$ cat src/rtl/qq_ctrl.sv
// qq_ctrl: front-end controller for a chained min-priority queue.
// Accepts enqueue/dequeue requests, issues single-cycle pulses to the head
// node, tracks occupancy and returns dequeued keys to the client.
// Optional build macro QQ_CTRL_STATS_EN adds saturating event counters
// (enq_cnt, deq_cnt, drop_cnt).
module qq_ctrl #(
  parameter int unsigned W = 32,
  parameter int unsigned D = 4,
  parameter int unsigned N = 4
) (
  input  logic                        clk,
  input  logic                        rst,
  input  logic                        req_valid,
  input  logic                        req_op,
  input  logic [W-1:0]                req_key,
  output logic                        req_ready,
  output logic                        rsp_valid,
  output logic [W-1:0]                rsp_key,
  output logic                        rsp_err,
  input  logic                        rsp_ready,
  output logic                        enq_o,
  output logic                        deq_o,
  output logic [W-1:0]                key_o,
  input  logic                        node_idle_i,
  input  logic [W-1:0]                head_key_i,
  output logic [$clog2(N*D+1)-1:0]    count_o,
  output logic                        full_o,
  output logic                        empty_o,
`ifdef QQ_CTRL_STATS_EN
  output logic [15:0]                 enq_cnt,
  output logic [15:0]                 deq_cnt,
  output logic [15:0]                 drop_cnt,
`endif
  output logic                        drop_o
);

  localparam int unsigned C  = N * D;
  localparam int unsigned CW = $clog2(C + 1);
  localparam logic [W-1:0] MAX_KEY = {W{1'b1}};

  typedef enum logic [2:0] {
    INIT, IDLE, ISSUE_ENQ, ISSUE_DEQ, WAIT, RESP
  } state_t;

  state_t         state, state_next;
  logic           op_deq, op_deq_nx;
  logic           req_ready_nx, rsp_valid_nx, rsp_err_nx;
  logic [W-1:0]   rsp_key_nx, key_nx;
  logic           enq_nx, deq_nx, drop_nx, full_nx, empty_nx;
  logic [CW-1:0]  count_nx;
  logic           enq_ok;

  // Enqueue admissible: room left and key is not the reserved sentinel
  assign enq_ok = (count_o < CW'(C)) && (req_key != MAX_KEY);

  // State register plus all registered outputs (loaded from look-ahead values)
  always_ff @(posedge clk) begin
    if (rst) begin
      state     <= INIT;
      op_deq    <= 1'b0;
      req_ready <= 1'b0;
      rsp_valid <= 1'b0;
      rsp_key   <= '0;
      rsp_err   <= 1'b0;
      enq_o     <= 1'b0;
      deq_o     <= 1'b0;
      key_o     <= '0;
      drop_o    <= 1'b0;
      count_o   <= '0;
      full_o    <= 1'b0;
      empty_o   <= 1'b1;
    end else begin
      state     <= state_next;
      op_deq    <= op_deq_nx;
      req_ready <= req_ready_nx;
      rsp_valid <= rsp_valid_nx;
      rsp_key   <= rsp_key_nx;
      rsp_err   <= rsp_err_nx;
      enq_o     <= enq_nx;
      deq_o     <= deq_nx;
      key_o     <= key_nx;
      drop_o    <= drop_nx;
      count_o   <= count_nx;
      full_o    <= full_nx;
      empty_o   <= empty_nx;
    end
  end

  // Next-state logic
  always_comb begin
    state_next = state;
    unique case (state)
      INIT:      if (node_idle_i) state_next = IDLE;
      IDLE: begin
        if (req_valid) begin
          if (!req_op) begin
            if (enq_ok) state_next = ISSUE_ENQ;
          end else begin
            state_next = (count_o != '0) ? ISSUE_DEQ : RESP;
          end
        end
      end
      ISSUE_ENQ: state_next = WAIT;
      ISSUE_DEQ: state_next = WAIT;
      WAIT:      if (node_idle_i) state_next = op_deq ? RESP : IDLE;
      RESP:      if (rsp_ready) state_next = IDLE;
      default:   state_next = INIT;
    endcase
  end

  // Output/datapath look-ahead: values the output registers take next cycle
  always_comb begin
    req_ready_nx = (state_next == IDLE);
    rsp_valid_nx = (state_next == RESP);
    enq_nx       = (state_next == ISSUE_ENQ);
    deq_nx       = (state_next == ISSUE_DEQ);
    key_nx       = '0;
    drop_nx      = 1'b0;
    rsp_key_nx   = rsp_key;
    rsp_err_nx   = rsp_err;
    count_nx     = count_o;
    op_deq_nx    = op_deq;
    unique case (state)
      IDLE: begin
        if (req_valid) begin
          op_deq_nx = req_op;
          if (!req_op) begin
            if (enq_ok) key_nx = req_key;
            else        drop_nx = 1'b1;
          end else if (count_o == '0) begin
            rsp_key_nx = MAX_KEY;
            rsp_err_nx = 1'b1;
          end
        end
      end
      ISSUE_ENQ: begin
        if (count_o != CW'(C)) count_nx = count_o + CW'(1);
      end
      ISSUE_DEQ: begin
        rsp_key_nx = head_key_i;
        rsp_err_nx = 1'b0;
        if (count_o != '0) count_nx = count_o - CW'(1);
      end
      default: ;
    endcase
    full_nx  = (count_nx == CW'(C));
    empty_nx = (count_nx == '0);
  end

`ifdef QQ_CTRL_STATS_EN
  // Saturating event counters for issued operations and drops
  always_ff @(posedge clk) begin
    if (rst) begin
      enq_cnt  <= '0;
      deq_cnt  <= '0;
      drop_cnt <= '0;
    end else begin
      if (enq_o  && (enq_cnt  != 16'hFFFF)) enq_cnt  <= enq_cnt  + 16'd1;
      if (deq_o  && (deq_cnt  != 16'hFFFF)) deq_cnt  <= deq_cnt  + 16'd1;
      if (drop_o && (drop_cnt != 16'hFFFF)) drop_cnt <= drop_cnt + 16'd1;
    end
  end
`endif

endmodule

$ cat config.mk
export PLATFORM = sky130hd
export DESIGN_NAME = qq_ctrl
export DESIGN_NICKNAME = d
export VERILOG_FILES = /design/src/rtl/qq_ctrl.sv
export SDC_FILE = /design/constraint.sdc
export NUM_CORES = 1
export LEC_CHECK = 0
export BUFFER_PORTS_ARGS = -buffer_cell sky130_fd_sc_hd__buf_2
export CAP_MARGIN = 20
export CORE_ASPECT_RATIO = 0.75
export CORE_UTILIZATION = 48
export DETAILED_ROUTE_END_ITERATION = 16
export GPL_TIMING_DRIVEN = 0
export PLACE_DENSITY = 0.84
export SYNTH_ARGS = -nofsm -noshare
export SYNTH_HDL_FRONTEND = slang
export SYNTH_SLANG_ARGS = --single-unit
export TNS_END_PERCENT = 1
$ cat constraint.sdc
create_clock -name clk -period 3.5 [get_ports clk]
set_input_delay 0.35 -clock clk [delete_from_list [all_inputs] [get_ports clk]]
set_output_delay 0.35 -clock clk [all_outputs]
set_load 0.03 [all_outputs]
# == After elaboration in Yosys (flattened, before gate mapping) ==
# Cells that the tools add are included.
# totals
regBits,81
wordCells,66
output_inout_bits,77
# classes
reduce_logical,11
bitwise,3
order_cmp,1
n_mux,21
addsub,2
n_eq_ne,15
# ops
operator,count
2-to-1 mux 32 bit,3
case mux 32 bit (2 select lines),1
!= test 32 bit (second input constant),1
2-to-1 mux 3 bit,8
case mux 3 bit (5 select lines),1
equality test 3 x 2 -> 1 bit (second input constant),4
zero test 5 bit,2
2-to-1 mux 5 bit,2
case mux 5 bit (2 select lines),1
equality test 3 bit (second input constant),3
equality test 3 x 1 -> 1 bit (second input constant),2
!= test 2 bit (second input constant),3
adder 5 x 1 -> 5 bit (second input constant),1
equality test 5 bit (second input constant),1
less-than comparator 5 bit (second input constant),1
!= test 5 bit (second input constant),1
nonzero test 5 bit,1
OR reduction 5 bit,1
subtractor 5 x 1 -> 5 bit (second input constant),1
2-to-1 mux 1 bit,4
AND reduction 4 bit,1
OR reduction 4 bit,1
zero test 3 bit,1
NOT 1 bit,3
5 further kinds,5

# == Longest topological paths before layout ==
# Gate-level depths: netlist of run 1.
# logic_depth
ltp_word,7
mapped_depth,7

# == Worst setup path before layout of run 1 ==
# OpenSTA, ideal clock, no wires.
# synth_timing
kind,register to register
startpoint,reg count_o[1]
endpoint,reg empty_o
path_stages_with_launch,8
arrival_time_ps,1955
setup_ps,87
period_less_slack_ps,2042
slack_ps,1458
cell_sequence,dfxtp_1 -> inv_1 -> ha_1 -> nor3b_2 -> a211oi_1 -> a222oi_1 -> o2bb2ai_1 -> o31ai_1
# synth_between
elab_chain_len,4
elab_cells_between_ends,8
classes_between,add/sub: 2; eq/ne: 1; mux: 3; reduce/logical: 2
# synth_lines
item,line,source
from (decl),26,"output logic [$clog2(N*D+1)-1:0] count_o,"
from (signal assigned),83,count_o <= count_nx;
subtractor 5 x 1 -> 5 bit (tied with other cells),142,if (count_o != '0) count_nx = count_o - CW'(1);
"2-to-1 mux 5 bit, on equally long branches","142, 137",
case mux 5 bit (2 select lines) *,123,unique case (state)
zero test 5 bit *,147,empty_nx = (count_nx == '0);
to (signal assigned),85,empty_o <= empty_nx;
to (decl),28,"output logic empty_o,"
# Mark *: on every way between the ends. The rest lies on a longest branch, timed or not.
# A chain may end at the register's enable or synchronous reset.

# == Worst setup path after layout of run 1 ==
# Ends and elaborated chain as after synthesis.

==> results of run 1 <==
-- flip-flops by register name (all words and copies together), names as in the netlist --
register,flops
key_o,32
rsp_key,32
count_o,5
state,3
deq_o,1
drop_o,1
empty_o,1
enq_o,1
full_o,1
op_deq,1
req_ready,1
rsp_err,1
rsp_valid,1
-- metrics by stage --
step           utilization  total power, uW  setup slack [ps]
2_1_floorplan            -             1120              1460
5_1_grt              0.699             1900              1100
3_5_place_dp         0.665             1210              1320
4_1_cts              0.699             1830              1310
6_report             0.699             1820              1280
3_3_place_gp         0.665             1210              1410
-- cells by family (layout without fill, tap and decap cells) --
family | after synthesis | after routing | share of synthesized area
adder cells (fa/ha/maj) | 3 | 3 | 0.0131
AO/OA/AOI/OAI | 55 | 55 | 0.189
XOR/XNOR | 2 | 2 | 0.00611
flip-flops | 81 | 81 | 0.565
buffers and inverters | 25 | 187 | 0.0345
AND/OR/NAND/NOR | 88 | 88 | 0.192
-- layout make-up --
cell class | count | share of cell area
Sequential cell | 81 | 0.418
Multi-Input combinational cell | 148 | 0.296
Timing Repair Buffer | 146 | 0.188
Clock buffer | 10 | 0.0355
Tap cell | 75 | 0.0242
Buffer | 17 | 0.0177
Clock inverter | 6 | 0.0129
Inverter | 8 | 0.00774
-- power by group through the flow --
stage	Clock (uW)	Sequential [uW]	Combinational, uW
floorplan	0	1050	70.8
global placement	0	989	216
detailed placement	0	992	220
CTS	642	970	221
global route	687	974	237
finish	634	970	220
-- layer usage --
metal  up-vias  routed length [um]  global-route usage
met3        11                 372              0.0636
met1      1226                3190               0.285
met4         0                 127              0.0873
met2        80                3490               0.372
met5         -                   0                   0
li1       1266                   -                   -
-- placed cells by master (no fill, tap or decap), types with 2 or more instances in the layout --
cell | Yosys | layout
inv_6 | 0 | 2
o2bb2ai_1 | 2 | 2
buf_2 | 4 | 150
clkbuf_8 | 0 | 10
nand3b_1 | 2 | 2
and3_1 | 5 | 5
nor3b_1 | 2 | 2
a21oi_1 | 3 | 3
nand3_1 | 2 | 2
o21ai_0 | 2 | 2
o221a_2 | 31 | 31
clkinvlp_4 | 0 | 2
nand2_1 | 5 | 5
nor2_1 | 14 | 14
a2111oi_0 | 2 | 2
a221oi_1 | 2 | 2
nor3_1 | 5 | 5
nand4_1 | 9 | 9
dfxtp_1 | 81 | 81
ha_1 | 3 | 3
nor4_1 | 2 | 2
a211oi_1 | 2 | 2
and2_1 | 32 | 32
nor3_2 | 2 | 2
inv_1 | 7 | 7
clkinv_4 | 0 | 2
nand2b_1 | 2 | 2
clkbuf_1 | 13 | 13
o311a_1 | 2 | 2
-- worst paths after layout --
kind | from | endpoint
setup / recovery | count_o[1]$_SDFF_PP0_ | empty_o$_SDFF_PP1_
hold / removal | req_key[21] | key_o[21]$_SDFF_PP0_
setup reg to reg | count_o[1]$_SDFF_PP0_ | empty_o$_SDFF_PP1_
hold reg to reg | op_deq$_SDFFE_PP0P_ | op_deq$_SDFFE_PP0P_
==> results.json, run 1 <==
{
  "cp_slowest_cell": "a221oi_1",
  "synth_edf_count": 0,
  "slew_headroom": 0.655,
  "nets": 484,
  "syn_inst": 254,
  "fill_cells": 440,
  "crit_path_start_kind": "flip-flop",
  "drt_iter0_drc": 116,
  "status": "complete, no violations",
  "worstSetupPathType": "flip-flop to flip-flop",
  "worstRegToRegCells": 7,
  "path_buf_inv": 1,
  "final_antenna_net_count": 0,
  "hold_violations": 0,
  "cts_root_buf": "clkbuf_8",
  "synth_seq_cells": 81,
  "n_antenna_cell": 0,
  "hold-worst-slack_ps": 216,
  "routed_wl_mm": 7.18,
  "numCtsBuffers": 9,
  "report.final.slew_viol_count": 0,
  "clock-sinks": 81,
  "gp_congestion": 0.956,
  "crit_fanout": 6,
  "fp.dieArea_um2": 6290,
  "area_growth_pct": 35.3,
  "endpoint_kind": "flip-flop",
  "postCtsHoldBufs": 0,
  "grtUsageTotal": 0.225,
  "instances_no_fill": 491,
  "yosysMostFrequentCell": "dfxtp_1",
  "drc": 0,
  "avgSynthCellArea_um2": 11.3,
  "path_depth": 7,
  "finalSetupViolCount": 0,
  "p_sw_frac": 0.273,
  "synth.area.top_cells": "dfxtp_1 57%, o221a_2 12%, and2_1 7.0%, nand4_1 2.0%, nor2_1 1.8%",
  "grt_first_pass_wirelength_mm": 10.9,
  "clkPwrFrac": 0.347,
  "placed_cells": 475,
  "grt_pass1_vias": 2283,
  "fin_setup_tns_ps": 0,
  "rsz0062_at_grt": "false",
  "intPower_uw": 1330,
  "num_vias": 2583,
  "syn_nets": 327,
  "cts_buffer_depth": 2,
  "grt_overflow": 0,
  "post-cts-setup-buffer-count": 0,
  "clk_pin_slew_ps": 90,
  "multiInputGateArea_um2": 1150,
  "maxCapViolCount": 0,
  "fmax_ghz": 0.450,
  "synth_top_area_cell": "dfxtp_1",
  "critPathTopFamily": "compound AO/OA/AOI/OAI gates",
  "io_pins": 147,
  "hpwl_mm": 5.57,
  "p_sw_uw": 498,
  "start_util": 0.516,
  "drive_gt1_frac": 0.486,
  "combPwrFrac": 0.121,
  "synth_top_area_share": 0.565,
  "vias_per_cell": 5.26,
  "p_per_area_nw_per_um2": 470,
  "yosysWarningCount": 0,
  "grt_max_degree": 16,
  "io_buffers": 146,
  "worst_skew_pair.late_latency_ps": 350,
  "netlist_area_um2": 2870,
  "seq_area_frac_synth": 0.565,
  "cts-htree-levels": 3,
  "p_seq_frac": 0.532,
  "synthFlopType": "dfxtp_1",
  "die_y_um": 68.9,
  "fp.coreArea_um2": 5550,
  "cts_repair_resize_count": 0,
  "period_minus_slack_ps": 2220,
  "synth_common_cells": "81 x dfxtp_1, 32 x and2_1, 31 x o221a_2",
  "final_area_um2": 3880,
  "ir_worst_vdd_v": 0.000243,
  "arrival_ps": 2480,
  "wire_per_inst_um": 14.6,
  "ff2ff_setup_slack_ps": 1280,
  "async_flop_share": 0,
  "antenna_found_initial": 0,
  "path_cells": "inv_1 -> ha_1 -> nor3b_2 -> a211oi_1 -> a221oi_1 -> o2bb2ai_1 -> o31ai_1",
  "worstMarginPinSlew_ps": 517,
  "required_ps": 3760,
  "synth.distinct_cells": 43,
  "seq_area_um2": 1620,
  "cts_tree": "yes",
  "hold_depth": 2,
  "dpl_cell_area_um2": 3690,
  "critPathMaxStageDelay_ps": 390,
  "fin_skew_ps": 9.01,
  "core.rowCount": 23,
  "hold_class": "input pin to flip-flop",
  "power_leakage_uw": 0.00192,
  "die_x_um": 91.3,
  "post-route-period-util": 0.635,
  "dr.pass1.iters": 4
}
(Power assumes the default switching activity.)
==> run 2: changes to the inputs <==
--- a/config.mk
+++ b/config.mk
@@ -5,13 +5,14 @@
 export SDC_FILE = /design/constraint.sdc
 export NUM_CORES = 1
 export LEC_CHECK = 0
+export ABC_AREA = 1
 export BUFFER_PORTS_ARGS = -buffer_cell sky130_fd_sc_hd__buf_2
 export CAP_MARGIN = 20
 export CORE_ASPECT_RATIO = 0.75
-export CORE_UTILIZATION = 48
+export CORE_UTILIZATION = 42
 export DETAILED_ROUTE_END_ITERATION = 16
 export GPL_TIMING_DRIVEN = 0
-export PLACE_DENSITY = 0.84
+export PLACE_DENSITY = 0.76
 export SYNTH_ARGS = -nofsm -noshare
 export SYNTH_HDL_FRONTEND = slang
 export SYNTH_SLANG_ARGS = --single-unit
==> constraint.sdc (replaced) <==
create_clock -name clk -period 1.9 [get_ports clk]
set_input_delay 0.19 -clock clk [delete_from_list [all_inputs] [get_ports clk]]
set_output_delay 0.19 -clock clk [all_outputs]
set_load 0.03 [all_outputs]
==> run 2 against run 1 <==
  * Combinational power rose to 2.9 times the previous value
  * Highest routed layer unchanged
  * Global-route usage is 2.7 points lower
  * Clock skew is 0.71 ps lower
  * Critical endpoint is now rsp_key[9]$_SDFFE_PP0P_
  * Maximum frequency rose by 34%
  * First-iteration DRC count shrank 22%
  * Die area increased by 25%
  * Critical path depth is 2 higher
==> results.json, run 2 <==
{
  "numCtsBuffers": 9,
  "reg.largest.list": "key_o x32, rsp_key x32, count_o x5",
  "ff2ff_setup_slack_ps": 240,
  "final_antenna_net_count": 0,
  "drt_iter0_drc": 90,
  "grt_overflow": 0,
  "p_total_uw": 3670,
  "synth_common_cells": "97 x nor2_1, 81 x dfxtp_1, 56 x nand2_1",
  "postCtsHoldBufs": 0,
  "nets": 635,
  "syn_inst": 406,
  "dr.pass1.iters": 4,
  "die_y_um": 77.1,
  "synth.distinct_cells": 29,
  "io_pins": 147,
  "cts-htree-levels": 3,
  "final_cell_mix": "147 x buf_2, 97 x nor2_1, 81 x dfxtp_1",
  "hpwl_mm": 5.80,
  "fp.dieArea_um2": 7860,
  "area_growth_pct": 32.6,
  "grt_first_pass_wirelength_mm": 12.1,
  "synth_edf_count": 0,
  "grt_pass1_vias": 2717,
  "ir_worst_vdd_v": 0.000368,
  "holdPathEnd": "key_o[2]$_SDFF_PP0_",
  "cts_repair_resize_count": 0,
  "critPathMaxStageDelay_ps": 410,
  "yosysMostFrequentCell": "nor2_1",
  "r2r_end": "rsp_key[9]$_SDFFE_PP0P_",
  "grt_max_degree": 14,
  "worstHoldStart": "req_key[2]",
  "synth_top_area_share": 0.514,
  "crit_fanout": 10,
  "clock-sinks": 81,
  "fmax_ghz": 0.601,
  "fill_cells": 659,
  "fin_skew_ps": 8.31,
  "clk_pin_slew_ps": 80,
  "worstSetupPathType": "flip-flop to flip-flop",
  "vias_per_cell": 4.45,
  "cts_root_buf": "clkbuf_8",
  "io_buffers": 145,
  "synth_seq_cells": 81,
  "mostFrequentLayoutCell": "buf_2",
  "synth_top_area_cell": "dfxtp_1",
  "hold_violations": 0,
  "die_x_um": 102,
  "num_vias": 2952,
  "finalSetupViolCount": 0,
  "drc": 0,
  "period_minus_slack_ps": 1660,
  "post-cts-setup-buffer-count": 0,
  "yosysWarningCount": 0,
  "grtUsageTotal": 0.198,
  "path_buf_inv": 3,
  "worstMarginPinSlew_ps": 494,
  "gp_congestion": 0.818,
  "hold_depth": 3,
  "core.rowCount": 26,
  "start_util": 0.449,
  "slew_headroom": 0.671,
  "synthFlopType": "dfxtp_1",
  "async_flop_share": 0,
  "routed_wl_mm": 7.36,
  "fin_setup_tns_ps": 0,
  "arrival_ps": 1890,
  "fp.coreArea_um2": 7030,
  "syn_nets": 479,
  "post-route-period-util": 0.876,
  "critPathTopFamily": "flip-flops",
  "required_ps": 2130,
  "rsz0062_at_grt": "false",
  "hold_class": "input pin to flip-flop",
  "seq_area_frac_synth": 0.514,
  "wire_per_inst_um": 11.1,
  "avgSynthCellArea_um2": 7.77,
  "antenna_found_initial": 0,
  "maxCapViolCount": 0,
  "cts_buffer_depth": 2,
  "netlist_area_um2": 3150,
  "synth.area.top_cells": "dfxtp_1 51%, nor2_1 12%, nand2_1 6.7%, inv_1 6.0%, o21ai_0 5.7%",
  "drive_gt1_frac": 0.366,
  "p_per_area_nw_per_um2": 877,
  "crit_path_start_kind": "flip-flop",
  "power_leakage_uw": 0.00227,
  "worst_skew_pair.late_latency_ps": 340,
  "r2r_start": "count_o[0]$_SDFF_PP0_",
  "endpoint_kind": "flip-flop",
  "status": "complete, no violations",
  "cts_tree": "yes",
  "cp_slowest_cell": "dfxtp_1",
  "worstRegToRegCells": 9,
  "report.final.slew_viol_count": 0,
  "path_cells": "inv_1 -> ha_1 -> nand3_1 -> inv_1 -> a21oi_2 -> a21oi_4 -> buf_6 -> nor2_1 -> nor2_1",
  "n_antenna_cell": 0
}
## run 2: stage by stage
stage                     utilization  hold slack (ps)  instance area (um2)  worst slack, ps  instances
after floorplan                     -              268                 3150              165        406
after global placement          0.570              421                 4000              279        649
after detailed placement        0.570              424                 4000              236        649
after CTS                       0.595             44.1                 4180              223        663
after global routing            0.595             54.6                 4180           0.0635        663
final                           0.595             65.8                 4180              236        663
## run 2: worst register-to-register path, cell delays in order, from the launching register on
cell	delay, ps
dfxtp_1	410
inv_1	130
ha_1	240
nand3_1	130
inv_1	90
a21oi_2	170
a21oi_4	80
buf_6	170
nor2_1	90
nor2_1	40
## run 2: worst max-delay path by stage
| stage | from | end | slack [ps] | cells past startpoint |
|---|---|---|---|---|
| 2_1_floorplan | count_o[0]$_SDFF_PP0_ | rsp_key[0]$_SDFFE_PP0P_ | 170 | 9 |
| 3_3_place_gp | count_o[0]$_SDFF_PP0_ | empty_o$_SDFF_PP1_ | 280 | 10 |
| 3_5_place_dp | count_o[0]$_SDFF_PP0_ | rsp_key[3]$_SDFFE_PP0P_ | 240 | 9 |
| 4_1_cts | count_o[0]$_SDFF_PP0_ | rsp_key[12]$_SDFFE_PP0P_ | 220 | 9 |
| 5_1_grt | count_o[0]$_SDFF_PP0_ | empty_o$_SDFF_PP1_ | 0.06 | 11 |
| 6_report | count_o[0]$_SDFF_PP0_ | rsp_key[9]$_SDFFE_PP0P_ | 240 | 9 |
## run 2: area by class of cell
type	instances	area, um2	area share
sequential	81	1620	0.388
multi-input combinational	258	1230	0.295
timing repair buffer	145	726	0.173
inverter	52	195	0.0467
clock buffer	9	124	0.0296
tap	98	123	0.0293
buffer	15	104	0.0248
clock inverter	5	57.6	0.0138
## run 2: layer usage
| layer | share of wire | routed length [um] | global-route usage | vias up |
|---|---|---|---|---|
| met5 | 0 | 0 | 0 | - |
| met4 | 0.024 | 173 | 0.0829 | 0 |
| met3 | 0.053 | 390 | 0.0529 | 17 |
| met2 | 0.47 | 3440 | 0.332 | 87 |
| met1 | 0.46 | 3360 | 0.238 | 1299 |
| li1 | - | - | - | 1549 |
## run 2: cells by family (layout without fill, tap and decap cells)
kind of cell             after synthesis  count (layout)  share of synthesized area
adder cells (fa/ha/maj)                3               3                     0.0119
buffers and inverters                 67             226                     0.0948
flip-flops                            81              81                      0.514
XOR/XNOR                               2               2                    0.00555
AO/OA/AOI/OAI                         43              43                     0.0734
AND/OR/NAND/NOR                      210             210                      0.300
## run 2: where the power goes
part           total [uW]  internal (uW)  leakage (uW)  switching, uW
logic                 645            217       0.00152            428
registers            1850           1800      0.000660           48.9
clock network        1180            595     0.0000953            581
total                3670           2610       0.00227           1060
